`src/rtl/button_bank.sv`:
```
// Multi-channel push-button conditioner: per channel a synchroniser, a counter
// debouncer and a press-classification FSM (press/release/click/long/repeat).
module button_bank #(
  parameter int               N_BTN         = 4,
  parameter int               SYNC_STAGES   = 2,
  parameter int               DB_CYCLES     = 500000,
  parameter int               LONG_CYCLES   = 50000000,
  parameter int               REPEAT_CYCLES = 10000000,
  parameter bit               REPEAT_EN     = 1'b1,
  parameter logic [N_BTN-1:0] INVERT        = {N_BTN{1'b0}}
) (
  input  logic             clk,
  input  logic             rst,
  input  logic [N_BTN-1:0] btn_in,
  output logic [N_BTN-1:0] level,
  output logic [N_BTN-1:0] press,
  output logic [N_BTN-1:0] release_pulse,
  output logic [N_BTN-1:0] click,
  output logic [N_BTN-1:0] long_press,
  output logic [N_BTN-1:0] repeat_pulse
);

  localparam int DB_W     = $clog2(DB_CYCLES + 1);
  localparam int HOLD_MAX = (LONG_CYCLES > REPEAT_CYCLES) ? LONG_CYCLES : REPEAT_CYCLES;
  localparam int HOLD_W   = $clog2(HOLD_MAX + 1);

  typedef enum logic [1:0] {
    ST_IDLE = 2'd0,
    ST_HELD = 2'd1,
    ST_LONG = 2'd2
  } state_e;

  for (genvar i = 0; i < N_BTN; i++) begin : g_ch
    logic [SYNC_STAGES-1:0] sync_q, sync_d;
    logic [DB_W-1:0]        db_cnt_q, db_cnt_d;
    logic [HOLD_W-1:0]      hold_cnt_q, hold_cnt_d;
    state_e                 state_q, state_d;
    logic                   level_q, level_d;
    logic                   press_q, press_d;
    logic                   release_q, release_d;
    logic                   click_q, click_d;
    logic                   long_q, long_d;
    logic                   rpt_q, rpt_d;
    logic                   sync_bit;
    logic                   db_done;
    logic                   rise;
    logic                   fall;

    // Synchroniser shift and debounce counter; a level change is accepted only
    // after DB_CYCLES consecutive samples disagreeing with the current level.
    always_comb begin
      sync_d   = {sync_q[SYNC_STAGES-2:0], btn_in[i] ^ INVERT[i]};
      sync_bit = sync_q[SYNC_STAGES-1];
      level_d  = level_q;
      db_cnt_d = {DB_W{1'b0}};
      db_done  = 1'b0;
      if (sync_bit != level_q) begin
        if (db_cnt_q == DB_W'(DB_CYCLES - 1)) begin
          level_d = sync_bit;
          db_done = 1'b1;
        end else begin
          db_cnt_d = db_cnt_q + DB_W'(1);
        end
      end else begin
        db_cnt_d = {DB_W{1'b0}};
      end
      rise = db_done & sync_bit;
      fall = db_done & ~sync_bit;
    end

    // Press classification; a release in the same cycle as a hold threshold
    // takes priority and suppresses long_press/repeat.
    always_comb begin
      state_d    = state_q;
      hold_cnt_d = hold_cnt_q;
      press_d    = 1'b0;
      release_d  = 1'b0;
      click_d    = 1'b0;
      long_d     = 1'b0;
      rpt_d      = 1'b0;
      case (state_q)
        ST_IDLE: begin
          if (rise) begin
            press_d    = 1'b1;
            hold_cnt_d = {HOLD_W{1'b0}};
            state_d    = ST_HELD;
          end else begin
            hold_cnt_d = {HOLD_W{1'b0}};
          end
        end
        ST_HELD: begin
          if (fall) begin
            release_d  = 1'b1;
            click_d    = 1'b1;
            hold_cnt_d = {HOLD_W{1'b0}};
            state_d    = ST_IDLE;
          end else if (hold_cnt_q == HOLD_W'(LONG_CYCLES - 1)) begin
            long_d     = 1'b1;
            hold_cnt_d = {HOLD_W{1'b0}};
            state_d    = ST_LONG;
          end else begin
            hold_cnt_d = hold_cnt_q + HOLD_W'(1);
          end
        end
        ST_LONG: begin
          if (fall) begin
            release_d  = 1'b1;
            hold_cnt_d = {HOLD_W{1'b0}};
            state_d    = ST_IDLE;
          end else if (REPEAT_EN != 1'b0) begin
            if (hold_cnt_q == HOLD_W'(REPEAT_CYCLES - 1)) begin
              rpt_d      = 1'b1;
              hold_cnt_d = {HOLD_W{1'b0}};
            end else begin
              hold_cnt_d = hold_cnt_q + HOLD_W'(1);
            end
          end else begin
            hold_cnt_d = hold_cnt_q;
          end
        end
        default: begin
          state_d    = ST_IDLE;
          hold_cnt_d = {HOLD_W{1'b0}};
        end
      endcase
    end

    // Channel state registers with asynchronous reset.
    always_ff @(posedge clk or posedge rst) begin
      if (rst) begin
        sync_q     <= {SYNC_STAGES{1'b0}};
        db_cnt_q   <= {DB_W{1'b0}};
        hold_cnt_q <= {HOLD_W{1'b0}};
        state_q    <= ST_IDLE;
        level_q    <= 1'b0;
        press_q    <= 1'b0;
        release_q  <= 1'b0;
        click_q    <= 1'b0;
        long_q     <= 1'b0;
        rpt_q      <= 1'b0;
      end else begin
        sync_q     <= sync_d;
        db_cnt_q   <= db_cnt_d;
        hold_cnt_q <= hold_cnt_d;
        state_q    <= state_d;
        level_q    <= level_d;
        press_q    <= press_d;
        release_q  <= release_d;
        click_q    <= click_d;
        long_q     <= long_d;
        rpt_q      <= rpt_d;
      end
    end

    assign level[i]         = level_q;
    assign press[i]         = press_q;
    assign release_pulse[i] = release_q;
    assign click[i]         = click_q;
    assign long_press[i]    = long_q;
    assign repeat_pulse[i]  = rpt_q;
  end

endmodule

```
`config.mk`:
```
export PLATFORM = sky130hd
export DESIGN_NAME = button_bank
export DESIGN_NICKNAME = d
export VERILOG_FILES = /design/src/rtl/button_bank.sv
export SDC_FILE = /design/constraint.sdc
export NUM_CORES = 1
export LEC_CHECK = 0
export CAP_MARGIN = 20
export CORE_UTILIZATION = 35
export CTS_CLUSTER_DIAMETER = 50
export DETAILED_ROUTE_END_ITERATION = 16
export PLACE_DENSITY = 0.55
export SLEW_MARGIN = 15
export SYNTH_ARGS = -nofsm -noshare
export SYNTH_HDL_FRONTEND = slang
export SYNTH_SLANG_ARGS = --single-unit
```
`constraint.sdc`:
```
create_clock -name clk -period 8.7 [get_ports clk]
set_input_delay 1.305 -clock clk [delete_from_list [all_inputs] [get_ports clk]]
set_output_delay 1.305 -clock clk [all_outputs]
set_load 0.05 [all_outputs]
```
==> qor.yml, run 1 <==
run_status:
  status: "finished clean"
layout:
  fillerInstances: 3005
  final_nets: 1155
  drive_above_1_share: 0.05831
  area_delta_synth_final_pct: 13.18
  final_util: 0.4031
  finalNonFillerCells: 1545
  antenna_cells: 0
clock_network:
  clock_path_buffers: 3
  cts-buffers-inserted: 29
  cts-htree-levels: 1
  cts_setup_buffers: 0
  cts.sink_count: 220
  holdBufCountCts: 0
  cts_tree: "built"
  clkTransAtPathRegs_ps: 50
  cts_resized: 0
  clk_latency_ps: 530
  clockRootBuffer: "clkbuf_16"
place:
  gp_congestion: 0.8007
  io_buffer_count: 29
  placed_cells: 1493
  place_hpwl_mm: 13.35
sta:
  rsz0062_at_grt: "false"
  drv_slew: 0
  fmax_mhz: 320.3
  finalSetupTns_ps: 0
  setup_viol: 0
  slew-limit-headroom: 0.2717
  finalClockSkew_ps: 8.580
  fin_crit_ps: 3122
  finalHoldViolCount: 0
  worst_pin_slew_ps: 1084
  post-route-period-util: 0.3588
  holdWs_ps: 340.7
setup_path:
  start_kind: "register"
  cp-end-kind: "output port"
  required_ps: 7390
  worstReg2RegStart: "g_ch[3].hold_cnt_q[19]"
  critPathSlowestCell: "clkdlybuf4s50_1"
  path_depth: 1
  path_buf_inv: 1
  path_max_fanout: 3
  path_delay_family: "buffers and inverters"
  r2r_end: "g_ch[3].hold_cnt_q[9]"
  r2r_setup_slack_ps: 5740
  worstPathCellList: "clkdlybuf4s50_1"
  worstSetupEndpoint: "level[0]"
  crit_type: "reg2out"
  crit_start: "g_ch[0].level_q"
  critPathArrivalTime_ps: 1820
  slowest_delay_ps: 850
  worstRegToRegCells: 5
worst_hold_path:
  hp-class: "reg2reg"
detailed_routing:
  via_per_inst: 4.951
  totalWireLength_mm: 20.42
  drtIter0Drc: 356
  avgRoutedWirePerCell_um: 13.22
  drcViolationCount: 0
  firstDrtPassIters: 4
  drtAntennaViolNets: 0
  num_vias: 7650
synthesis:
  netlist_area_um2: 10920
  postSynth.asyncResetShare: 1.000
  synth-xor-area-share: 0.1275
  synth_seq_area_share: 0.5040
  synth_cell_types: 46
  ys_seq_elements: 220
  synth_compound_area_frac: 0.03906
  synth_area_leader_cell: "dfrtp_1"
  syn_inst: 1116
  ys.flop_type: "dfrtp_1"
  synth.avg_cell_area_um2: 9.789
  synth_top_area_frac: 0.5040
  synth_warnings: 0
  synth_edf_count: 0
  synth_top_family_by_area: "simple AND/OR/NAND/NOR gates"
  yosys.area_share.adder: 0.02291
  syn_nets: 1142
  yosys.area_share.simple: 0.2621
  synth_area_leaders: "dfrtp_1 50%, xor2_1 8.3%, nor2_1 7.7%, xnor2_1 4.4%, nand3_1 3.6%"
  synth_mux_area_frac: 0.001031
global_route:
  overflow: 0
  grt_pass1_wl_mm: 35.45
  antenna_found_initial: 0
  track_usage: 0.1329
  grt_pass1_vias: 7323
  grt_max_degree: 145
power:
  power_w: 0.002180
  power_density_nw_per_um2: 176.3
  vdd_drop_max_v: 0.0001410
  leakage_nw: 5.001
flow_run:
  drv_cap: 0
die:
  die_height_um: 178.7
  rows: 64
  die_w_um: 178.7
  start_util: 0.3562
  coreArea_um2: 30670
  ios: 30
  dieArea_um2: 31920
[cells in the mapped netlist (all sizes together), types with 3 or more instances]
library cell  number
a211o              8
a21oi             10
and2              10
and3              33
and4              25
buf               30
clkbuf            23
dfrtp            220
ha                20
inv               40
nand2             58
nand3             78
nand4             57
nand4b             3
nor2             223
nor2b              9
nor3              20
nor4              15
nor4b              4
nor4bb             7
o2111ai            3
o21ai             16
o221a              4
o22ai              4
o32a               3
o41ai              5
or3                7
or4                7
or4b               5
xnor2             55
xor2             104
[how the worst min path moves through the flow]
stage | cells past startpoint | end | start | slack, ps
final | 0 | g_ch[2].sync_q[1] | g_ch[2].sync_q[0] | 340
after global routing | 0 | g_ch[2].sync_q[1] | g_ch[2].sync_q[0] | 340
after CTS | 0 | g_ch[2].sync_q[1] | g_ch[2].sync_q[0] | 340
after floorplan | 0 | g_ch[0].sync_q[1] | g_ch[0].sync_q[0] | 330
after global placement | 0 | g_ch[2].sync_q[1] | g_ch[2].sync_q[0] | 330
after detailed placement | 0 | g_ch[2].sync_q[1] | g_ch[2].sync_q[0] | 330
[power by group]
part           internal (W)  switching (W)
clock              0.000671       0.000434
combinational    0.00000977      0.0000300
sequential          0.00103     0.00000520
total               0.00171       0.000469
[logic make-up (layout without fill, tap and decap cells)]
| kind of cell | count (synthesis) | after routing |
|---|---|---|
| compound gates | 57 | 57 |
| xor+xnor | 159 | 159 |
| fa+ha+maj | 20 | 20 |
| buf+inv | 93 | 126 |
| flops | 220 | 220 |
| mux | 1 | 1 |
| simple gates | 566 | 566 |
[cells in the final DEF (no fill, tap or decap), types with 10 or more instances in the layout]
master,instances
nor2_1,223
dfrtp_1,220
xor2_1,104
nand3_1,78
nand2_1,58
nand4_1,57
xnor2_1,55
inv_1,39
and3_1,33
clkbuf_16,29
clkdlybuf4s50_1,29
and4_1,25
ha_1,20
nor3_1,19
o21ai_0,16
nor4_1,15
and2_1,10
a21oi_1,10
[per-layer routing]
layer / GRT usage / vias to the layer above / part of all wire
met5: 0 / - / 0
met4: 0.03884 / 0 / 0.024
met3: 0.01930 / 33 / 0.028
met2: 0.2177 / 61 / 0.45
met1: 0.1818 / 3719 / 0.49
li1: - / 3837 / -
[sequential cells by signal, summed over array words and instances, names as in the netlist]
name	cells
g_ch.state_q	8
g_ch.sync_q	8
g_ch.long_q	4
g_ch.hold_cnt_q	104
g_ch.press_q	4
g_ch.click_q	4
g_ch.release_q	4
g_ch.rpt_q	4
g_ch.db_cnt_q	76
g_ch.level_q	4
[stage by stage]
step / setup WS (ps) / area (um^2)
floorplan: 1374 / 10920
global placement: 5020 / 11420
detailed placement: 5017 / 11430
CTS: 5507 / 12330
global route: 5387 / 12360
finish: 5578 / 12360
[final cells by class]
| class | count | area [um^2] | share of cell area |
|---|---|---|---|
| multi-input combinational | 803 | 4949 | 0.4002 |
| clock buffer | 37 | 795.8 | 0.06436 |
| tap | 396 | 495.5 | 0.04007 |
| inverter | 40 | 157.7 | 0.01275 |
| timing repair buffer | 35 | 352.8 | 0.02854 |
| clock inverter | 14 | 108.9 | 0.008804 |
| sequential | 220 | 5505 | 0.4453 |
No activity file was read; power rests on OpenSTA's default activity.
==> run 2: changes to the inputs <==
==> constraint.sdc (replaced) <==
create_clock -name clk -period 3.1 [get_ports clk]
set_input_delay 0.465 -clock clk [delete_from_list [all_inputs] [get_ports clk]]
set_output_delay 0.465 -clock clk [all_outputs]
set_load 0.05 [all_outputs]
==> run 2 against run 1 <==
Critical path depth rose by 5. Register-to-register slack got worse by 5300 ps. Clock skew up 2.6 ps. Combinational power grew to 2.8 times the previous value. First-iteration DRC count is 33% higher. Non-clock buffer count increased by 10. Count of clock-buffer cells in the layout decreased by 1. Via count grew 0.18%. Utilization is 0.81 points higher. Worst setup slack lost 5100 ps. Clock power grew to 3.3 times the previous value.
==> qor.yml, run 2 (same netlist as run 1, synthesis figures left out) <==
sta:
  rsz0062_at_grt: "false"
  layout_setup_ws_ps: 428.8
  finalHoldViolCount: 0
  finalClockSkew_ps: 11.14
  finalSetupTns_ps: 0
  post-route-period-util: 0.8617
  fmax_mhz: 374.4
  fin_crit_ps: 2671
  setup_viol: 0
  worst_pin_slew_ps: 823.0
  slew-limit-headroom: 0.4471
  drv_slew: 0
layout:
  fillerInstances: 2998
  largest_reg_flops: 104
  final_nets: 1165
  finalNonFillerCells: 1556
  final_cell_area_um2: 12610
  antenna_cells: 0
  final_common_cell: "nor2_1"
  area_delta_synth_final_pct: 15.46
  drive_above_1_share: 0.06638
  top_register: "g_ch.hold_cnt_q"
  reg.largest.list: "g_ch.hold_cnt_q: 104 flops, g_ch.db_cnt_q: 76 flops"
  mostFrequentLayoutCells: "223 x nor2_1, 220 x dfrtp_1, 104 x xor2_1"
detailed_routing:
  via_per_inst: 4.925
  firstDrtPassIters: 4
  avgRoutedWirePerCell_um: 13.32
  totalWireLength_mm: 20.73
  drcViolationCount: 0
  drtAntennaViolNets: 0
  drtIter0Drc: 473
  num_vias: 7664
place:
  placed_cells: 1504
  io_buffer_count: 29
  gp_congestion: 0.7706
  place_hpwl_mm: 13.64
  post_dp_cell_area_um2: 11550
  place_worst_setup_slack_ps: 466.4
setup_path:
  slowest_delay_ps: 580
  r2r_setup_slack_ps: 430
  worstReg2RegStart: "g_ch[3].hold_cnt_q[19]"
  path_max_fanout: 21
  r2r_end: "g_ch[3].hold_cnt_q[15]"
  required_ps: 3510
  crit_type: "reg2reg"
  worstPathCellList: "or4b_1 -> or4_4 -> o41ai_4 -> a211o_1 -> buf_12 -> nor2_1"
  critPathArrivalTime_ps: 3080
  worstRegToRegCells: 6
  critPathSlowestCell: "or4_4"
  path_buf_inv: 1
  path_delay_family: "simple AND/OR/NAND/NOR gates"
  cp-end-kind: "register"
  start_kind: "register"
clock_network:
  clkTransAtPathRegs_ps: 60
  cts.sink_count: 220
  clk_latency_ps: 530
  cts_tree: "built"
  cts_setup_buffers: 0
  clock_path_buffers: 3
  holdBufCountCts: 0
  cts-buffers-inserted: 29
  cts-htree-levels: 1
  cts_resized: 0
  clockRootBuffer: "clkbuf_16"
die:
  rows: 64
  dieArea_um2: 31920
  ios: 30
  coreArea_um2: 30670
  start_util: 0.3562
  die_w_um: 178.7
  die_height_um: 178.7
worst_hold_path:
  holdPathEnd: "g_ch[3].sync_q[1]"
  hold_start: "g_ch[3].sync_q[0]"
  hp-class: "reg2reg"
  hold_depth: 0
power:
  leakage_nw: 5.110
  power_density_nw_per_um2: 528.7
  vdd_drop_max_v: 0.0003368
global_route:
  track_usage: 0.1362
  antenna_found_initial: 0
  overflow: 0
  grt_pass1_wl_mm: 36.34
  grt_pass1_vias: 7424
  grt_max_degree: 114
flow_run:
  drv_cap: 0
run_status:
  status: "finished clean"
run 2: layer usage:
metal / up-vias / routed length [um] / GRT usage
met4: 0 / 342 / 0.03602
met3: 29 / 680 / 0.01951
li1: 3876 / - / -
met1: 3684 / 10260 / 0.1945
met5: - / 0 / 0
met2: 75 / 9441 / 0.2154
run 2: cell type report:
cell class,count,area [um^2],share of cell area
repair buffers,45,447.9,0.03551
clock inverters,16,285.3,0.02262
well taps,396,495.5,0.03928
inverters,40,153.9,0.01220
flip-flops and latches,220,5505,0.4365
multi-input cells,803,4943,0.3919
clock buffers,36,782.0,0.06200
run 2: how the worst max path moves through the flow:
stage / cells after the start / slack (ps) / endpoint / from
2_1_floorplan: 1 / -230 / g_ch[0].click_q / rst
3_3_place_gp: 6 / 530 / g_ch[3].hold_cnt_q[15] / g_ch[3].hold_cnt_q[19]
3_5_place_dp: 6 / 470 / g_ch[3].hold_cnt_q[15] / g_ch[3].hold_cnt_q[19]
4_1_cts: 6 / 440 / g_ch[3].hold_cnt_q[15] / g_ch[3].hold_cnt_q[19]
5_1_grt: 6 / 300 / g_ch[3].hold_cnt_q[11] / g_ch[3].hold_cnt_q[19]
6_report: 6 / 430 / g_ch[3].hold_cnt_q[15] / g_ch[3].hold_cnt_q[19]
run 2: worst reg2reg max path, delay by kind of cell (launching register included):
| family | cells | cell delay [ps] |
|---|---|---|
| AO/OA/AOI/OAI | 2 | 760 |
| buffers and inverters | 1 | 200 |
| AND/OR/NAND/NOR | 3 | 1140 |
| flip-flops | 1 | 470 |
run 2: where the power goes:
group / internal, W / leakage (nW) / switching (W) / total (W)
logic: 0.0000288 / 1.55 / 0.0000847 / 0.000113
registers: 0.00289 / 3.05 / 0.0000145 / 0.00291
clock network: 0.00238 / 0.511 / 0.00127 / 0.00365
run 2: stage by stage:
step | hold slack (ps) | total power [W] | util
CTS | 351.8 | 0.006789 | 0.4113
global route | 356.4 | 0.006908 | 0.4113
finish | 349.5 | 0.006669 | 0.4113
global placement | 335.4 | 0.003076 | 0.3765
detailed placement | 340.3 | 0.003077 | 0.3765
floorplan | 331.2 | 0.003032 | -
==> run 3: changes to the inputs <==
--- a/config.mk
+++ b/config.mk
@@ -7,7 +7,6 @@
 export LEC_CHECK = 0
 export CAP_MARGIN = 20
 export CORE_UTILIZATION = 35
-export CTS_CLUSTER_DIAMETER = 50
 export DETAILED_ROUTE_END_ITERATION = 16
 export PLACE_DENSITY = 0.55
 export SLEW_MARGIN = 15
==> run 3 against run 2 <==
Combinational power barely moved. Critical path type unchanged. Register-to-register slack is essentially flat. Power shrank 6.4%. Hold slack got worse by 2.5 ps. Critical endpoint unchanged. Count of clock-buffer cells in the layout stayed put. Die area did not move. Cell area decreased by 1.2%. Sequential share of layout area is 0.52 points higher. Largest cell class unchanged. Largest power group unchanged. Final cell count is 0.32% lower.
==> qor.yml, run 3 (same netlist as run 1, synthesis figures left out) <==
sta:
  finalSetupTns_ps: 0
  finalHoldViolCount: 0
  rsz0062_at_grt: "false"
  holdWs_ps: 347.0
  setup_viol: 0
  slew-limit-headroom: 0.4434
  layout_setup_ws_ps: 426.8
  post-route-period-util: 0.8623
  finalClockSkew_ps: 10.37
  drv_slew: 0
  fin_crit_ps: 2673
  fmax_mhz: 374.1
  worst_pin_slew_ps: 828.6
layout:
  top_register: "g_ch.hold_cnt_q"
  reg.largest.list: "g_ch.hold_cnt_q: 104 flops, g_ch.db_cnt_q: 76 flops"
  antenna_cells: 0
  mostFrequentLayoutCells: "223 x nor2_1, 220 x dfrtp_1, 104 x xor2_1"
  final_common_cell: "nor2_1"
  final_nets: 1162
  drive_above_1_share: 0.06234
  largest_reg_flops: 104
  final_cell_area_um2: 12470
  area_delta_synth_final_pct: 14.11
setup_path:
  r2r_end: "g_ch[3].hold_cnt_q[15]"
  r2r_setup_slack_ps: 430
  crit_start: "g_ch[3].hold_cnt_q[19]"
  required_ps: 3510
  worstReg2RegStart: "g_ch[3].hold_cnt_q[19]"
  path_max_fanout: 21
  start_kind: "register"
  worstSetupEndpoint: "g_ch[3].hold_cnt_q[15]"
  critPathArrivalTime_ps: 3080
  cp-end-kind: "register"
  crit_type: "reg2reg"
  worstRegToRegCells: 6
clock_network:
  clock_path_buffers: 3
  clkTransAtPathRegs_ps: 60
  cts_resized: 0
  cts_tree: "built"
  cts.sink_count: 220
  cts_setup_buffers: 0
  holdBufCountCts: 0
  clockRootBuffer: "clkbuf_16"
  cts-htree-levels: 1
  clk_latency_ps: 520
  cts-buffers-inserted: 26
place:
  io_buffer_count: 29
  post_dp_cell_area_um2: 11550
  place_worst_setup_slack_ps: 466.4
  gp_congestion: 0.7706
  place_hpwl_mm: 13.64
run_status:
  status: "finished clean"
die:
  coreArea_um2: 30670
  die_height_um: 178.7
  rows: 64
  start_util: 0.3562
  dieArea_um2: 31920
  ios: 30
  die_w_um: 178.7
global_route:
  grt_pass1_vias: 7418
  overflow: 0
  track_usage: 0.1353
  grt_max_degree: 114
  grt_pass1_wl_mm: 36.29
  antenna_found_initial: 0
detailed_routing:
  via_per_inst: 4.942
  totalWireLength_mm: 20.68
  drtAntennaViolNets: 0
  drcViolationCount: 0
  avgRoutedWirePerCell_um: 13.33
  drtIter0Drc: 455
  num_vias: 7665
  firstDrtPassIters: 4
power:
  vdd_drop_max_v: 0.0003254
  leakage_nw: 5.049
  power_density_nw_per_um2: 500.9
worst_hold_path:
  hp-class: "reg2reg"
  hold_start: "g_ch[2].sync_q[0]"
flow_run:
  drv_cap: 0
-- run 3: changes by cell type in the layout (fill, tap and decap cells not counted), sizes merged --
cell	before	now
clkinvlp	4	3
bufinv	7	4
inv	41	39
clkinv	4	5
-- run 3: stage by stage --
stage / power (W) / cells / utilization
finish: 0.006244 / 1551 / 0.4065
global route: 0.006467 / 1551 / 0.4065
CTS: 0.006357 / 1551 / 0.4065
detailed placement: 0.003077 / 1504 / 0.3765
global placement: 0.003076 / 1504 / 0.3765
floorplan: 0.003032 / 1116 / -
-- run 3: area by class of cell --
class,instances,area (um^2)
clock buffers,36,759.5
clock inverters,11,160.2
fillers,3018,18200
inverters,40,153.9
multi-input cells,803,4943
flip-flops and latches,220,5505
well taps,396,495.5
repair buffers,45,447.9
-- run 3: worst max-delay path, cell delays in order (launching register included) --
cell and delay, ps:
dfrtp_1 460, or4b_1 480, or4_4 580, o41ai_4 420
a211o_1 340, buf_12 200, nor2_1 70
-- run 3: worst min-delay path by stage --
stage / to / depth (start not counted)
after floorplan: g_ch[0].sync_q[1] / 0
after global placement: g_ch[2].sync_q[1] / 0
after detailed placement: g_ch[2].sync_q[1] / 0
after CTS: g_ch[2].sync_q[1] / 0
after global routing: g_ch[0].sync_q[1] / 0
final: g_ch[2].sync_q[1] / 0
-- run 3: where the power goes --
group,total (W),internal (W),switching [W]
sequential,0.00291,0.00289,0.0000145
clock,0.00323,0.00204,0.00119
combinational,0.000113,0.0000288,0.0000847
total,0.00624,0.00495,0.00129
-- run 3: layer usage --
layer,global-route usage,vias up,wire length [um]
met5,0,-,0
met4,0.03672,0,395
met3,0.01484,29,538
met2,0.2137,78,9342
met1,0.1960,3701,10400
li1,-,3857,-
